<file path="config.mk">
export PLATFORM = sky130hd
export DESIGN_NAME = p_output_demux_strait
export DESIGN_NICKNAME = d
export VERILOG_FILES = /design/src/rtl/strait_pkg.sv /design/src/rtl/strait_sync_fifo.sv /design/src/rtl/p_output_demux_strait.sv
export SDC_FILE = /design/constraint.sdc
export NUM_CORES = 1
export LEC_CHECK = 0
export ABC_AREA = 1
export ABC_CLOCK_PERIOD_IN_PS = 2900
export BUFFER_PORTS_ARGS = -buffer_cell sky130_fd_sc_hd__buf_2
export CORE_AREA = 10 10 139 141
export DETAILED_ROUTE_END_ITERATION = 8
export DIE_AREA = 0 0 149 151
export GPL_TIMING_DRIVEN = 0
export PLACE_DENSITY = 0.55
export SETUP_SLACK_MARGIN = 0.3
export SLEW_MARGIN = 40
export SYNTH_ARGS = -nofsm -noshare
export SYNTH_HDL_FRONTEND = slang
export SYNTH_HIERARCHICAL = 1
export SYNTH_SLANG_ARGS = --single-unit
export TNS_END_PERCENT = 10
</file>
<file path="constraint.sdc">
create_clock -name clk -period 2.9 [get_ports clk]
set_input_delay 0.145 -clock clk [delete_from_list [all_inputs] [get_ports clk]]
set_output_delay 0.145 -clock clk [all_outputs]
set_load 0.1 [all_outputs]
</file>
<file path="src/rtl/strait_pkg.sv">
// Shared constants for the STRAIT systolic-array routing blocks: widths,
// output direction encodings and the input-side mux selects.
package strait_pkg;
   localparam int STRAIT_DATA_W = 32;
   localparam int BEAT_CNT_W    = 16;

   localparam logic DIR_BOTTOM = 1'b1;
   localparam logic DIR_RIGHT  = 1'b0;

   // Input-side mux selects, used by the partner input demux/mux blocks.
   localparam logic [1:0] IN_MUX_WEST  = 2'd0;
   localparam logic [1:0] IN_MUX_NORTH = 2'd1;
   localparam logic [1:0] IN_MUX_ZERO  = 2'd2;
endpackage

</file>
<file path="src/rtl/strait_sync_fifo.sv">
// Single-clock FIFO with power-of-two depth. The head is read
// combinationally from storage; storage itself is not reset.
module strait_sync_fifo #(
   parameter int DATA_W = 33,
   parameter int DEPTH  = 2
) (
   input  logic              clk,
   input  logic              rst_n,
   input  logic              push,
   input  logic [DATA_W-1:0] wr_data,
   input  logic              pop,
   output logic [DATA_W-1:0] rd_data,
   output logic              full,
   output logic              empty
);
   localparam int AW = (DEPTH > 1) ? $clog2(DEPTH) : 1;
   localparam int CW = AW + 1;

   logic [DATA_W-1:0] mem [DEPTH];
   logic [AW-1:0]     wr_ptr;
   logic [AW-1:0]     rd_ptr;
   logic [CW-1:0]     count;

   assign full    = (count == CW'(DEPTH));
   assign empty   = (count == '0);
   assign rd_data = mem[rd_ptr];

   always_ff @(posedge clk) begin
      if (push) mem[wr_ptr] <= wr_data;
   end

   // Pointers wrap naturally because DEPTH is a power of two.
   always_ff @(posedge clk or negedge rst_n) begin
      if (!rst_n) begin
         wr_ptr <= '0;
         rd_ptr <= '0;
         count  <= '0;
      end else begin
         if (push) wr_ptr <= wr_ptr + AW'(1);
         if (pop)  rd_ptr <= rd_ptr + AW'(1);
         case ({push, pop})
            2'b10:   count <= count + CW'(1);
            2'b01:   count <= count - CW'(1);
            default: count <= count;
         endcase
      end
   end
endmodule

</file>
<file path="src/rtl/p_output_demux_strait.sv">
// Buffered output demux for a PE partial sum: each beat carries its own
// direction and leaves on exactly one channel, in strict arrival order.
module p_output_demux_strait
   import strait_pkg::*;
#(
   parameter int DATA_W = STRAIT_DATA_W,
   parameter int DEPTH  = 2
) (
   input  logic                  clk,
   input  logic                  rst_n,
   input  logic [DATA_W-1:0]     in_p,
   input  logic                  in_valid,
   output logic                  in_ready,
   input  logic                  select,
   output logic [DATA_W-1:0]     to_bottom,
   output logic                  bottom_valid,
   input  logic                  bottom_ready,
   output logic [DATA_W-1:0]     to_right,
   output logic                  right_valid,
   input  logic                  right_ready,
   input  logic                  clear_count,
   output logic [BEAT_CNT_W-1:0] beat_count
);
   logic [DATA_W:0] head;
   logic            head_sel;
   logic            full;
   logic            empty;
   logic            push;
   logic            pop;
   logic            init_q;

   strait_sync_fifo #(
      .DATA_W (DATA_W + 1),
      .DEPTH  (DEPTH)
   ) u_fifo (
      .clk     (clk),
      .rst_n   (rst_n),
      .push    (push),
      .wr_data ({select, in_p}),
      .pop     (pop),
      .rd_data (head),
      .full    (full),
      .empty   (empty)
   );

   // init_q keeps in_ready low until the first edge out of reset.
   assign in_ready = init_q & ~full;
   assign push     = in_valid & in_ready;

   assign head_sel     = head[DATA_W];
   assign bottom_valid = ~empty & (head_sel == DIR_BOTTOM);
   assign right_valid  = ~empty & (head_sel == DIR_RIGHT);
   assign to_bottom    = bottom_valid ? head[DATA_W-1:0] : '0;
   assign to_right     = right_valid  ? head[DATA_W-1:0] : '0;

   // Only the active channel's ready can release the head.
   assign pop = (bottom_valid & bottom_ready) | (right_valid & right_ready);

   always_ff @(posedge clk or negedge rst_n) begin
      if (!rst_n) begin
         init_q     <= 1'b0;
         beat_count <= '0;
      end else begin
         init_q <= 1'b1;
         if (clear_count) beat_count <= '0;
         else if (pop)    beat_count <= beat_count + BEAT_CNT_W'(1);
      end
   end
endmodule
</file>
==> results.md <==
* Grt total ovfl at 0
* Largest net degree at the start of global routing at 34
* Root Driver: clkbuf_16
* Fill cells at 1656
* Asr flop ratio synth at 0.241
* # setup viols final at 0
* Rel. slew slack at 0.477
* FF-to-FF End: u_fifo/count[1]$_DFFE_PN0P_
* Core area at 16500 µm²
* Vias in the first global route at 3309
* TNS Setup at 0 ns
* Mapped Cells at 442
* Antenna-violating nets left at 0
* CP arrival at 2.20 ns
* EDFF count, synth at 66
* Syn nets at 483
* Clock sink total at 87
* Reg2reg path depth at 14
* Vias per inst at 4.03
* Pre-CTS setup slack at 0.206 ns
* Post-synth top cells: nor2_1 (99), inv_1 (92), nand2_1 (72)
* Highest Clock Rate at 427 MHz
* Multi-input gate area at 1340 µm²
* Htree depth at 3
* Min-delay src: in_p[25]
* Final hold vios at 0
* Sequential element share of the synthesized area at 0.622
* Ratio of cells with drive above 1 in the final layout at 0.318
* Clk_skew at 0.00411 ns
* CP Capture Type: output port
* Max-cap violation count at 0
* First-pass GRT wire length at 17.9 mm
* Area leader, netlist: edfxtp_1
* Cts bufs inserted at 9
* CTS tree: yes
* DIE AREA at 22500 µm²
* Max-slew violations at 0
* Crit Path Class: reg -> out
* Top post-synthesis cells by area: edfxtp_1 (49%), dfrtp_1 (13%), nor2_1 (9.2%)
* Worst min-delay path class: in -> reg
* Startpoint types: flop
* Worst path required time at 2.76 ns
* Starting density of the core at 0.245
* Chip height at 151 µm
* Met2 WL at 5.57 mm
* I/O pin count at 122
* Drt first pass iters at 4
* Top cell type's share of synthesized area at 0.491
* Total number of vias at 3378
* Area delta synth->final at 53.5%
* Seq. cell area at 2510 µm²
* Die X at 149 µm
* Status: finished, final reports clean
* Routed wl met3 at 835 µm
* Worst skew pair latency at 0.33 ns
* Period utilization at 0.808
* R2r startpoint: u_fifo/rd_ptr$_DFFE_PN0P_
* DRT met1 WL at 4.84 mm
* GPL Wtd Cong at 0.862
* Worst Setup SP: u_fifo/rd_ptr$_DFFE_PN0P_
* Most numerous cell in the Yosys netlist: nor2_1
* Clock transition at path regs at 0.06 ns
* Buffers added on ports at 121
* CP max FO at 10
* R2R Setup Slk at 0.74 ns
* Initial drt markers at 111
* Main synth FF type: edfxtp_1
* Synth cell types at 24
* # nets final at 655
* Yosys synthesis warning count at 6
* Routed length per placed instance at 13.6 µm
* Post-detail-place hpwl at 8.59 mm
* Final WS setup at 0.557 ns
* Initial antenna violation count at 0
* Final core occ at 0.376
* Max Root-Sink Buffers at 2
* Netlist Area Pre-Place at 4030 µm²
* Hold Path Stages at 1
* Worst Max-Slew Pin Slew at 0.784 ns
* Minimum clock period at 2.34 ns
* Ant diodes at 0
* Highest metal used: met4
* Overall routing resource usage at 0.102
* Syn avg cell area at 9.13 µm²
* Std-Cell Rows at 47
* RSZ-0062 raised after global routing: false
* Hold EP: u_fifo/mem[0][25]$_DFFE_PP_
* Yosys reg bits at 87
* Post-Route WL at 11.4 mm
* Number of remaining DRC errors at 0
-- registers in the layout, summed over array words and instances, names as in the netlist --
name           flops
u_fifo/mem        66
u_fifo/wr_ptr      1
u_fifo/count       2
beat_count        16
u_fifo/rd_ptr      1
init_q             1
-- cells by family (layout without fill, tap and decap cells) --
logic type	after synthesis	after routing	synth area share
xor gates and xnor gates	5	5	0.0109
adders and majority gates	2	2	0.00620
and+or+nand+nor	197	197	0.197
other	1	1	0.000930
AOI/OAI and AO/OA	43	43	0.0540
DFF	87	87	0.622
buffers and inverters	107	284	0.109
-- metrics by stage --
stage,area [µm²],instances,hold WS (ns)
floorplan,4280,442,-0.151
global placement,5160,783,0.138
detailed placement,5190,784,0.140
CTS,6030,837,0.00198
global route,6190,839,0.00933
finish,6190,839,0.0171
-- critical path, stage by stage, from the launching register on --
cell and delay, ns:
dfrtp_2 0.45, buf_6 0.16, buf_6 0.14, nand2_1 0.07, o21ai_2 0.09, nor2_4 0.12
clkinvlp_4 0.09, buf_4 0.16, clkbuf_8 0.21, nor2_4 0.12, buf_6 0.22
-- metal layers --
layer / track usage / vias up
met5: 0 / -
met4: 0.0383 / 0
met3: 0.0343 / 12
met2: 0.168 / 107
met1: 0.121 / 1544
li1: - / 1715
-- cells in the final DEF (no fill, tap or decap), types with 10 or more instances in the layout --
cell type | Yosys | routed
inv_1 | 92 | 90
buf_2 | 1 | 61
dlygate4sd3_1 | 0 | 33
nand2_1 | 72 | 71
buf_4 | 0 | 29
nor2_1 | 99 | 66
o21ai_0 | 34 | 33
dfrtp_1 | 21 | 20
buf_6 | 5 | 39
clkbuf_16 | 0 | 10
nor2_4 | 0 | 32
nand3_1 | 10 | 10
edfxtp_1 | 66 | 66
-- what timing repair did --
item	4_1_cts	5_1_grt
pin swaps	0	2
endpoints found under the setup margin	63	64
hold endpoints to repair	85	0
gates cloned	1	0
setup buffers	3	2
resized for setup	69	46
hold buffers	33	0
-- worst max-delay path by stage --
stage                                  end  depth (start not counted)  slack, ns
2_1_floorplan                to_bottom[22]                          5       0.15
3_3_place_gp   u_fifo/mem[0][30]$_DFFE_PP_                          5      -0.78
3_5_place_dp                   to_right[6]                          9       0.21
4_1_cts                      to_bottom[30]                          8       0.18
5_1_grt                       to_right[16]                         10       0.38
6_report                      to_right[11]                         10       0.56
-- layout make-up --
cell class,count,share of cell area
buffer,15,0.0226
clock buffer,11,0.0376
clock inverter,5,0.00788
inverter,92,0.0564
multi-input combinational,248,0.216
sequential,87,0.405
tap,220,0.0445
timing repair buffer,161,0.210
Power is left out: the tool's default activity adds up to more than one toggle a clock period on the data nets, which glitch-free logic cannot reach.
